$ cat config.mk
export PLATFORM = sky130hd
export DESIGN_NAME = fb_downscale
export DESIGN_NICKNAME = d
export VERILOG_FILES = /design/src/rtl/fb_downscale.sv
export SDC_FILE = /design/constraint.sdc
export NUM_CORES = 1
export LEC_CHECK = 0
export CORE_AREA = 10 10 108 110
export CTS_CLUSTER_SIZE = 10
export DETAILED_ROUTE_END_ITERATION = 8
export DIE_AREA = 0 0 118 120
export GPL_TIMING_DRIVEN = 0
export PLACE_DENSITY = 0.78
export SYNTH_ARGS = -nofsm -noshare
export SYNTH_HDL_FRONTEND = slang
export SYNTH_SLANG_ARGS = --single-unit
$ cat constraint.sdc
create_clock -name clk -period 3.25 [get_ports clk]
set_input_delay 0.65 -clock clk [delete_from_list [all_inputs] [get_ports clk]]
set_output_delay 0.65 -clock clk [all_outputs]
set_load 0.02 [all_outputs]
$ cat src/rtl/fb_downscale.sv
// fb_downscale: produces a half-size copy of a source framebuffer in raster order.
// Each destination pixel is one read burst, then a drain, then one write.
// Build option: define FB_DOWNSCALE_AVG_EN to average each 2x2 source block per
// RGB332 channel. Left undefined, the top-left pixel of each block is copied.
// Ports:
//   clk        - sole clock, rising edge
//   reset      - synchronous active-low reset
//   start      - one-cycle pass request, honoured only when idle
//   src_rdaddr - registered source read address
//   src_q      - source read data, valid RD_LAT cycles after its address
//   dst_wraddr - registered destination write address (dy*DST_W+dx)
//   dst_data   - registered destination write data
//   dst_wren   - destination write strobe, one cycle per pixel
//   busy       - pass in progress
//   done       - one-cycle pulse at pass end
module fb_downscale #(
    parameter int unsigned SRC_W  = 320,
    parameter int unsigned SRC_H  = 240,
    parameter int unsigned RD_LAT = 1
) (
    input  logic        clk,
    input  logic        reset,
    input  logic        start,
    output logic [18:0] src_rdaddr,
    input  logic [7:0]  src_q,
    output logic [18:0] dst_wraddr,
    output logic [7:0]  dst_data,
    output logic        dst_wren,
    output logic        busy,
    output logic        done
);
    localparam int unsigned AW    = 19;
    localparam int unsigned DST_W = SRC_W / 2;
    localparam int unsigned DST_H = SRC_H / 2;
    localparam int unsigned NPIX  = DST_W * DST_H;
`ifdef FB_DOWNSCALE_AVG_EN
    localparam int unsigned NRD   = 4;
`else
    localparam int unsigned NRD   = 1;
`endif

    typedef enum logic [2:0] {IDLE, RD, DRAIN, WR, FIN} state_t;

    state_t              state_q, state_d;
    logic [1:0]          cnt_q, cnt_d;
    logic [AW-1:0]       dx_q, dx_d;
    logic [AW-1:0]       base_q, base_d;
    logic [AW-1:0]       pix_q, pix_d;
    logic [AW-1:0]       src_rdaddr_q, src_rdaddr_d;
    logic                addr_vld_q, addr_vld_d;
    logic [RD_LAT-1:0]   vld_q, vld_d;
    logic [AW-1:0]       dst_wraddr_q, dst_wraddr_d;
    logic [7:0]          dst_data_q, dst_data_d;
    logic                dst_wren_q, dst_wren_d;
    logic                busy_q, busy_d;
    logic                done_q, done_d;
    logic [7:0]          sample;
    logic [AW-1:0]       rd_off;
`ifdef FB_DOWNSCALE_AVG_EN
    logic [4:0]          acc_r_q, acc_r_d, sum_r;
    logic [4:0]          acc_g_q, acc_g_d, sum_g;
    logic [3:0]          acc_b_q, acc_b_d, sum_b;
`endif

    // Only tagged return cycles contribute source data.
    assign sample = vld_q[RD_LAT-1] ? src_q : 8'h00;
    // Burst order: top-left, top-right, bottom-left, bottom-right.
    assign rd_off = (cnt_q[1] ? AW'(SRC_W) : AW'(0)) + AW'(cnt_q[0]);

    // Next-state and output logic.
    always_comb begin
        state_d      = state_q;
        cnt_d        = cnt_q;
        dx_d         = dx_q;
        base_d       = base_q;
        pix_d        = pix_q;
        src_rdaddr_d = src_rdaddr_q;
        addr_vld_d   = 1'b0;
        vld_d        = (vld_q << 1) | RD_LAT'(addr_vld_q);
        dst_wraddr_d = dst_wraddr_q;
        dst_data_d   = dst_data_q;
        dst_wren_d   = 1'b0;
        busy_d       = busy_q;
        done_d       = 1'b0;
`ifdef FB_DOWNSCALE_AVG_EN
        sum_r   = acc_r_q + 5'(sample[7:5]);
        sum_g   = acc_g_q + 5'(sample[4:2]);
        sum_b   = acc_b_q + 4'(sample[1:0]);
        acc_r_d = sum_r;
        acc_g_d = sum_g;
        acc_b_d = sum_b;
`endif
        unique case (state_q)
            IDLE: begin
                if (start) begin
                    state_d = RD;
                    cnt_d   = 2'd0;
                    dx_d    = '0;
                    base_d  = '0;
                    pix_d   = '0;
                    busy_d  = 1'b1;
                end
            end
            RD: begin
                src_rdaddr_d = base_q + rd_off;
                addr_vld_d   = 1'b1;
                cnt_d        = cnt_q + 2'd1;
                if (cnt_q == 2'(NRD - 1)) begin
                    state_d = DRAIN;
                    cnt_d   = 2'd0;
                end
            end
            DRAIN: begin
                cnt_d = cnt_q + 2'd1;
                if (cnt_q == 2'(RD_LAT - 1)) begin
                    state_d = WR;
                    cnt_d   = 2'd0;
                end
            end
            WR: begin
                // The last tagged sample of the burst arrives in this cycle.
`ifdef FB_DOWNSCALE_AVG_EN
                dst_data_d = {sum_r[4:2], sum_g[4:2], sum_b[3:2]};
                acc_r_d    = '0;
                acc_g_d    = '0;
                acc_b_d    = '0;
`else
                dst_data_d = sample;
`endif
                dst_wraddr_d = pix_q;
                dst_wren_d   = 1'b1;
                pix_d        = pix_q + AW'(1);
                // Row wrap skips the odd source row of the block just finished.
                if (dx_q == AW'(DST_W - 1)) begin
                    dx_d   = '0;
                    base_d = base_q + AW'(SRC_W + 2);
                end else begin
                    dx_d   = dx_q + AW'(1);
                    base_d = base_q + AW'(2);
                end
                if (pix_q == AW'(NPIX - 1)) begin
                    state_d = FIN;
                    done_d  = 1'b1;
                    busy_d  = 1'b0;
                end else begin
                    state_d = RD;
                end
            end
            FIN: begin
                state_d = IDLE;
            end
            default: begin
                state_d = IDLE;
            end
        endcase
    end

    // State and output registers.
    always_ff @(posedge clk) begin
        if (!reset) begin
            state_q      <= IDLE;
            cnt_q        <= '0;
            dx_q         <= '0;
            base_q       <= '0;
            pix_q        <= '0;
            src_rdaddr_q <= '0;
            addr_vld_q   <= 1'b0;
            vld_q        <= '0;
            dst_wraddr_q <= '0;
            dst_data_q   <= '0;
            dst_wren_q   <= 1'b0;
            busy_q       <= 1'b0;
            done_q       <= 1'b0;
`ifdef FB_DOWNSCALE_AVG_EN
            acc_r_q      <= '0;
            acc_g_q      <= '0;
            acc_b_q      <= '0;
`endif
        end else begin
            state_q      <= state_d;
            cnt_q        <= cnt_d;
            dx_q         <= dx_d;
            base_q       <= base_d;
            pix_q        <= pix_d;
            src_rdaddr_q <= src_rdaddr_d;
            addr_vld_q   <= addr_vld_d;
            vld_q        <= vld_d;
            dst_wraddr_q <= dst_wraddr_d;
            dst_data_q   <= dst_data_d;
            dst_wren_q   <= dst_wren_d;
            busy_q       <= busy_d;
            done_q       <= done_d;
`ifdef FB_DOWNSCALE_AVG_EN
            acc_r_q      <= acc_r_d;
            acc_g_q      <= acc_g_d;
            acc_b_q      <= acc_b_d;
`endif
        end
    end

    assign src_rdaddr = src_rdaddr_q;
    assign dst_wraddr = dst_wraddr_q;
    assign dst_data   = dst_data_q;
    assign dst_wren   = dst_wren_q;
    assign busy       = busy_q;
    assign done       = done_q;

endmodule

==> results of run 1 <==
-- placed cells by master, fill, tap and decap left out, types with 4 or more instances in the layout --
| cell | Yosys | layout |
|---|---|---|
| a21boi_0 | 23 | 23 |
| a21oi_1 | 36 | 36 |
| a22oi_1 | 4 | 4 |
| a31oi_1 | 7 | 7 |
| and2_1 | 8 | 8 |
| and3_1 | 17 | 17 |
| buf_2 | 6 | 6 |
| clkbuf_1 | 30 | 31 |
| clkbuf_8 | 0 | 10 |
| clkdlybuf4s50_1 | 0 | 58 |
| dfxtp_1 | 112 | 112 |
| ha_1 | 9 | 9 |
| inv_1 | 9 | 9 |
| mux2i_1 | 6 | 6 |
| nand2_1 | 98 | 98 |
| nand2b_1 | 8 | 8 |
| nand3_1 | 46 | 46 |
| nand4_1 | 28 | 28 |
| nor2_1 | 36 | 36 |
| nor3_1 | 10 | 9 |
| nor4_1 | 4 | 4 |
| o211a_1 | 5 | 5 |
| o21a_1 | 5 | 5 |
| o21ai_0 | 32 | 32 |
| o21ai_1 | 4 | 4 |
| o31ai_1 | 9 | 9 |
| or3_1 | 4 | 4 |
| xnor2_1 | 5 | 5 |
| xor2_1 | 12 | 12 |
-- worst max-delay path by stage --
stage            start          to  depth (start not counted)
3_5_place_dp   dx_q[0]  base_q[17]                         10
5_1_grt        dx_q[0]  base_q[17]                         10
2_1_floorplan  dx_q[0]  base_q[17]                         10
3_3_place_gp   dx_q[0]  base_q[17]                         10
6_report       dx_q[0]  base_q[17]                         10
4_1_cts        dx_q[0]  base_q[17]                         10
-- cell type report --
cell class	instances	area, sq um	share of cell area (%)
Tap cell	133	166	2.71
Inverter	9	33.8	0.550
Buffer	40	176	2.87
Multi-Input combinational cell	459	2700	43.9
Clock buffer	11	141	2.30
Sequential cell	112	2240	36.5
Clock inverter	5	104	1.69
Timing Repair Buffer	58	581	9.45
-- cell families after synthesis --
| logic type | Yosys count |
|---|---|
| compound gates | 144 |
| xor+xnor | 17 |
| fa+ha+maj | 9 |
| buf+inv | 49 |
| flops | 112 |
| mux | 8 |
| simple gates | 281 |
-- routing by layer --
metal  track usage [%]  part of all wire [%]
met1              21.6                    43
met3              5.77                   6.6
met2              32.5                    49
met4              7.65                   1.4
met5                 0                     0
-- flip-flops by register name, summed over array words and instances (netlist names), 2 cells and up --
name        count
dst_wraddr     19
dx_q           19
pix_q          19
src_rdaddr     19
base_q         18
dst_data        8
state_q         3
cnt_q           2
-- timing repair --
item | 4_1_cts | 5_1_grt
buffers inserted | 0 | 0
endpoints found under the setup margin | 0 | 1
resized for setup | 0 | 1
-- power groups by stage --
| stage | Clock, mW | Sequential, mW | Combinational [mW] |
|---|---|---|---|
| finish | 1.00 | 1.40 | 0.216 |
| floorplan | 0 | 1.45 | 0.110 |
| CTS | 1.02 | 1.40 | 0.215 |
| detailed placement | 0 | 1.43 | 0.213 |
| global placement | 0 | 1.43 | 0.210 |
| global route | 1.08 | 1.41 | 0.233 |
==> impl_results.md, run 1 <==
* Pre-CTS setup slack at 0.171 ns
* Synth Area per Inst at 8.30 sq um
* Synth Area in Compound Gates at between 10% and 20%
* Multiplexer share of the synthesized area at roughly 1.6%
* CTS tree: built
* Clk_lat worst skew at 0.39 ns
* Ys Warns at 0
* Clk buf depth at 2
* Vias per inst at slightly below 6
* DP Area at 5890 sq um
* Pwr dens at ~430 nW/um^2
* CP Data Arrival Time at roughly 3.3 ns
* Final setup viols at 0
* Top delay family on crit path: simple AND/OR/NAND/NOR gates
* Hold Path Sink: vld_q
* Buffers and inverters on the worst path at 0
* Cell mode on critical path: ha_1
* Post-Synth XOR/XNOR Area at 2.89%
* Outcome: finished clean
* Net Sw Frac at between 20% and 30%
* First-pass GRT wire length at 22300 um
* Via count at 4875
* # diodes at 0
* Clk slew on worst S/H paths at 0.10 ns
* IO Port Bufs at just under 60
* Core area at 9550 sq um
* Gr ovfl total at 0
* Share of power burned in registers at 53.5%
* Synth unique cells at 59
* Internal at 2.00 mW
* Max-cap viol count at 0
* Worst reg2reg endpoint: base_q[17]
* Least-Margin Pin Slew at approximately 0.63 ns
* Vias in the first global route at roughly 4600
* GP Congestion at 0.908
* R2r setup slk at just over 0.3 ns
* Num ports at 60
* CTS Sinks at 112
* Final nets at 709
* Synthesized Nets at 640
* Htree depth at 3
* Min Tclk post-route at 2.94 ns
* Worst setup margin at 0.306 ns
* Synth top cells by count: dfxtp_1 (112), nand2_1 (98), nand3_1 (46)
* Post-DRT Antenna Nets at 0
* Worst hold path type: reg -> reg
* Area leader, netlist: dfxtp_1
* Tot Pwr at around 2.6 mW
* DR iter-0 viols at 429
* Seq/Total Area, Yosys at a little over two fifths
* Largest net degree at the start of global routing at 18
* Share of cells above drive strength 1 at 5.91%
* Starting Density at 53.9%
* Async set-reset flop share out of synthesis at 0%
* Design area at ~6100 sq um
* Fin crit share at 90.6%
* Die Ht at 120 um
* Sequence of cells on the critical path: ha_1 > and3_1 > nand2_1 > nor3_2 > ha_1 > nand4_1 > o21ai_2 > nand2_4 > or4_4 > a21oi_2
* Combinational family with the most area after synthesis: simple AND/OR/NAND/NOR gates
* Worst reg2reg path depth at 10
* Synth area leaders: dfxtp_1 (44%), nand2_1 (7.2%), nand3_1 (4.5%)
* Clock share of power at 38.2%
* Die area at 14200 sq um
* FILL cells at 860
* Critical Path RT at between 3 and 4 ns
* Root buf cell: clkbuf_8
* Switching pwr at 620 uW
* CP max FO at 8
* Post-CTS Hold Buffers at 0
* Util after Layout at about 64%
* Syn Inst Count at 620
* DRT Pass-1 Iters at 5
* Critical path type: reg -> reg
* Layout area overhead at 19.4%
* Flops & latches, synth at roughly 110
* Area share of and/or/nand/nor cells after synthesis at 27.6%
* Row cnt at 36
* Initial antenna violation count at 0
* Final TNS setup at 0 ns
* GRT Total Usage at 18.9%
* CTS buffer count at 9
* Adder-Cell Fraction of Synth Area at 2.19%
* Crit path launch type: register
* Launch point of the worst hold path: addr_vld_q
* Slowest cell on crit path: or4_4
* Final wirelength at ~14000 um
* Placed Cells at 811
* Max stage delay on crit path at 0.53 ns
* Area of the mapped netlist at 5140 sq um
* Synth Flop Type: dfxtp_1
* Max Clock Skew at 0.0114 ns
* Gate power share at 8.2%
* Leak at 2.17 nW
* Hold path depth at 1
* Final non-filler cell total at 827
* Die W at 118 um
* FMAX at 340 MHz
* Reg-to-Reg Start: dx_q[0]
* RSZ-0062 raised after global routing: no
* Dpl hpwl at 9740 um
* Crit. End Element: register
* Hold Worst Slack at approximately 0.46 ns
* DRC viols at 0
* DR WL/cell at 16.4 um
* Maximum vdd ir drop at between 300 and 400 uV
* Most numerous cell in the Yosys netlist: dfxtp_1
* Synth top area share at 43.6%
* Slew HR at around 58%
* Post-synth EDFFs at 0
* Fin. Hold Viols at 0
* Pins Over Slew Limit at 0
(Power assumes the default switching activity.)
==> run 2: changes to the inputs <==
--- a/config.mk
+++ b/config.mk
@@ -5,12 +5,13 @@
 export SDC_FILE = /design/constraint.sdc
 export NUM_CORES = 1
 export LEC_CHECK = 0
+export CAP_MARGIN = 15
 export CORE_AREA = 10 10 108 110
 export CTS_CLUSTER_SIZE = 10
 export DETAILED_ROUTE_END_ITERATION = 8
 export DIE_AREA = 0 0 118 120
 export GPL_TIMING_DRIVEN = 0
-export PLACE_DENSITY = 0.78
+export PLACE_DENSITY = 0.83
 export SYNTH_ARGS = -nofsm -noshare
 export SYNTH_HDL_FRONTEND = slang
 export SYNTH_SLANG_ARGS = --single-unit
==> constraint.sdc (replaced) <==
create_clock -name clk -period 2.75 [get_ports clk]
set_input_delay 0.55 -clock clk [delete_from_list [all_inputs] [get_ports clk]]
set_output_delay 0.55 -clock clk [all_outputs]
set_load 0.02 [all_outputs]
==> impl_results.md, run 2 (synthesized netlist as in run 1, its figures left out) <==
* Outcome: finished clean
* Final wirelength at 13800 um (+1.9%)
* DRC viols at 0 (unchanged)
* First-pass GRT wire length at 22300 um (+0.22%)
* Starting Density at 53.9% (unchanged)
* FMAX at 364 MHz (+7.1%)
* Critical path type: reg -> reg
* Commonest cells after routing, fill and taps aside: dfxtp_1 (110), nand2_1 (98), clkdlybuf4s50_1 (58)
* Post-CTS Hold Buffers at 0 (unchanged)
* Final setup viols at 0 (unchanged)
* Final TNS setup at 0 ns (unchanged)
* CTS Sinks at 112 (unchanged)
* Core area at 9550 sq um (unchanged)
* GRT Total Usage at 18.8% (-0.15 points)
* Post-DRT Antenna Nets at 0 (unchanged)
* Vias per inst at 5.91 (+0.34%)
* Initial antenna violation count at 0 (unchanged)
* Root buf cell: clkbuf_8
* CP max FO at 8 (unchanged)
* Clk slew on worst S/H paths at 0.11 ns (about the same)
* Crit. End Element: register
* Final non-filler cell total at 831 (+0.48%)
* Leading cell type in the layout, fill and taps excluded: dfxtp_1
* Maximum vdd ir drop at 403 uV (+7.4%)
* IO Port Bufs at 58 (unchanged)
* Design area at 6200 sq um (+1.0%)
* Fin crit share at 99.9% (+9.3 points)
* Clk buf depth at 2 (unchanged)
* FILL cells at 851 (-1.0%)
* Pins Over Slew Limit at 0 (unchanged)
* Die area at 14200 sq um (unchanged)
* DRT Pass-1 Iters at 5 (unchanged)
* Via count at 4915 (+0.82%)
* Least-Margin Pin Slew at 0.629 ns (-0.00194 ns)
* Leak at 2.19 nW (+0.71%)
* Layout area overhead at 20.6%
* Gr ovfl total at 0 (unchanged)
* Dpl hpwl at 9930 um (+1.9%)
* Multi-input logic area at 2750 sq um (+1.9%)
* Hold Worst Slack at 0.463 ns (+0.00703 ns)
* Min Tclk post-route at 2.75 ns (-0.196 ns)
* Vias in the first global route at 4641 (+0.45%)
* DR iter-0 viols at 424 (-1.2%)
* Pre-CTS setup slack at -0.372 ns (-0.543 ns)
* Worst hold path type: reg -> reg
* Crit path launch type: register
* Share of cells above drive strength 1 at 7.74% (+1.8 points)
* Launch point of the worst hold path: dst_data[4]
* Num ports at 60 (unchanged)
* Worst setup margin at 0.00202 ns (-0.304 ns)
* Reg-to-Reg Start: dx_q[1]
* GP Congestion at 0.920 (+1.3%)
* Max Clock Skew at 0.0160 ns (+0.00456 ns)
* CTS buffer count at 9 (unchanged)
* Util after Layout at 65.0% (+0.66 points)
* Largest net degree at the start of global routing at 20 (+2)
* Row cnt at 36 (unchanged)
* Die W at 118 um (unchanged)
* Clk_lat worst skew at 0.39 ns (about the same)
* CTS tree: built
* DR WL/cell at 16.7 um (+1.4%)
* DP Area at 5890 sq um (unchanged)
* Pwr dens at 480 nW/um^2 (+13%)
* Slew HR at 58.1% (+0.13 points)
* Max-cap viol count at 0 (unchanged)
* Register area at 2250 sq um (+0.33%)
* Placed Cells at 811 (unchanged)
* CP Data Arrival Time at 3.07 ns (-0.20 ns)
* Critical Path Start: dx_q[1]
* Critical Path RT at 3.07 ns (-0.51 ns)
* Htree depth at 3 (unchanged)
* Final nets at 714 (+0.71%)
* Tot Pwr at 2.98 mW (+14%)
* # diodes at 0 (unchanged)
* Die Ht at 120 um (unchanged)
* Fin. Hold Viols at 0 (unchanged)
[run 2: cell count changes in the layout (fill, tap and decap cells not counted), sizes merged]
cell / before / now
buf: 10 / 15
inv: 9 / 13
bufinv: 3 / 1
clkinv: 2 / 0
clkbuf: 41 / 40
[run 2: layout make-up]
| cell class | count | area share (%) |
|---|---|---|
| Clock inverter | 5 | 1.17 |
| Timing Repair Buffer | 63 | 9.96 |
| Tap cell | 133 | 2.68 |
| Multi-Input combinational cell | 459 | 44.3 |
| Inverter | 9 | 0.545 |
| Buffer | 40 | 2.84 |
| Sequential cell | 112 | 36.3 |
| Clock buffer | 10 | 2.22 |
[run 2: critical path, cell delays in order, from the launching register on]
cell,delay [ns]
dfxtp_4,0.39
ha_4,0.15
and3_4,0.23
nand2_1,0.11
nor3_4,0.30
ha_4,0.18
nand4_1,0.21
o21ai_2,0.31
nand2_4,0.12
or4_4,0.53
a21oi_2,0.14
[run 2: report_power, final]
part	switching [mW]	internal (mW)
Combinational	0.164	0.0922
Clock	0.602	0.465
Sequential	0.0156	1.64
[run 2: final timing paths]
kind	to	slack (ns)	depth (start not counted)
worst max-delay path	base_q[17]	0.002	10
worst min-delay path	dst_data[4]	0.46	2
worst max register to register	base_q[17]	0.002	10
worst min register to register	dst_data[4]	0.46	2
[run 2: layer usage]
layer,routed length (um),up-vias,global-route usage [%]
li1,-,2359,-
met1,5670,2324,21.5
met2,6710,198,32.6
met3,1140,34,5.67
met4,324,0,6.72
met5,0,-,0
[run 2: what timing repair did]
item	4_1_cts	5_1_grt
gates cloned	0	0
setup endpoints to repair	11	3
pin swaps	2	2
buffers inserted	1	4
resized for setup	5	9
==> run 3: changes to the inputs <==
--- a/config.mk
+++ b/config.mk
@@ -5,6 +5,7 @@
 export SDC_FILE = /design/constraint.sdc
 export NUM_CORES = 1
 export LEC_CHECK = 0
+export ABC_CLOCK_PERIOD_IN_PS = 2750
 export CAP_MARGIN = 15
 export CORE_AREA = 10 10 108 110
 export CTS_CLUSTER_SIZE = 10
==> results of run 3 <==
The final DEF is identical to that of run 2; final timing and power are the same.
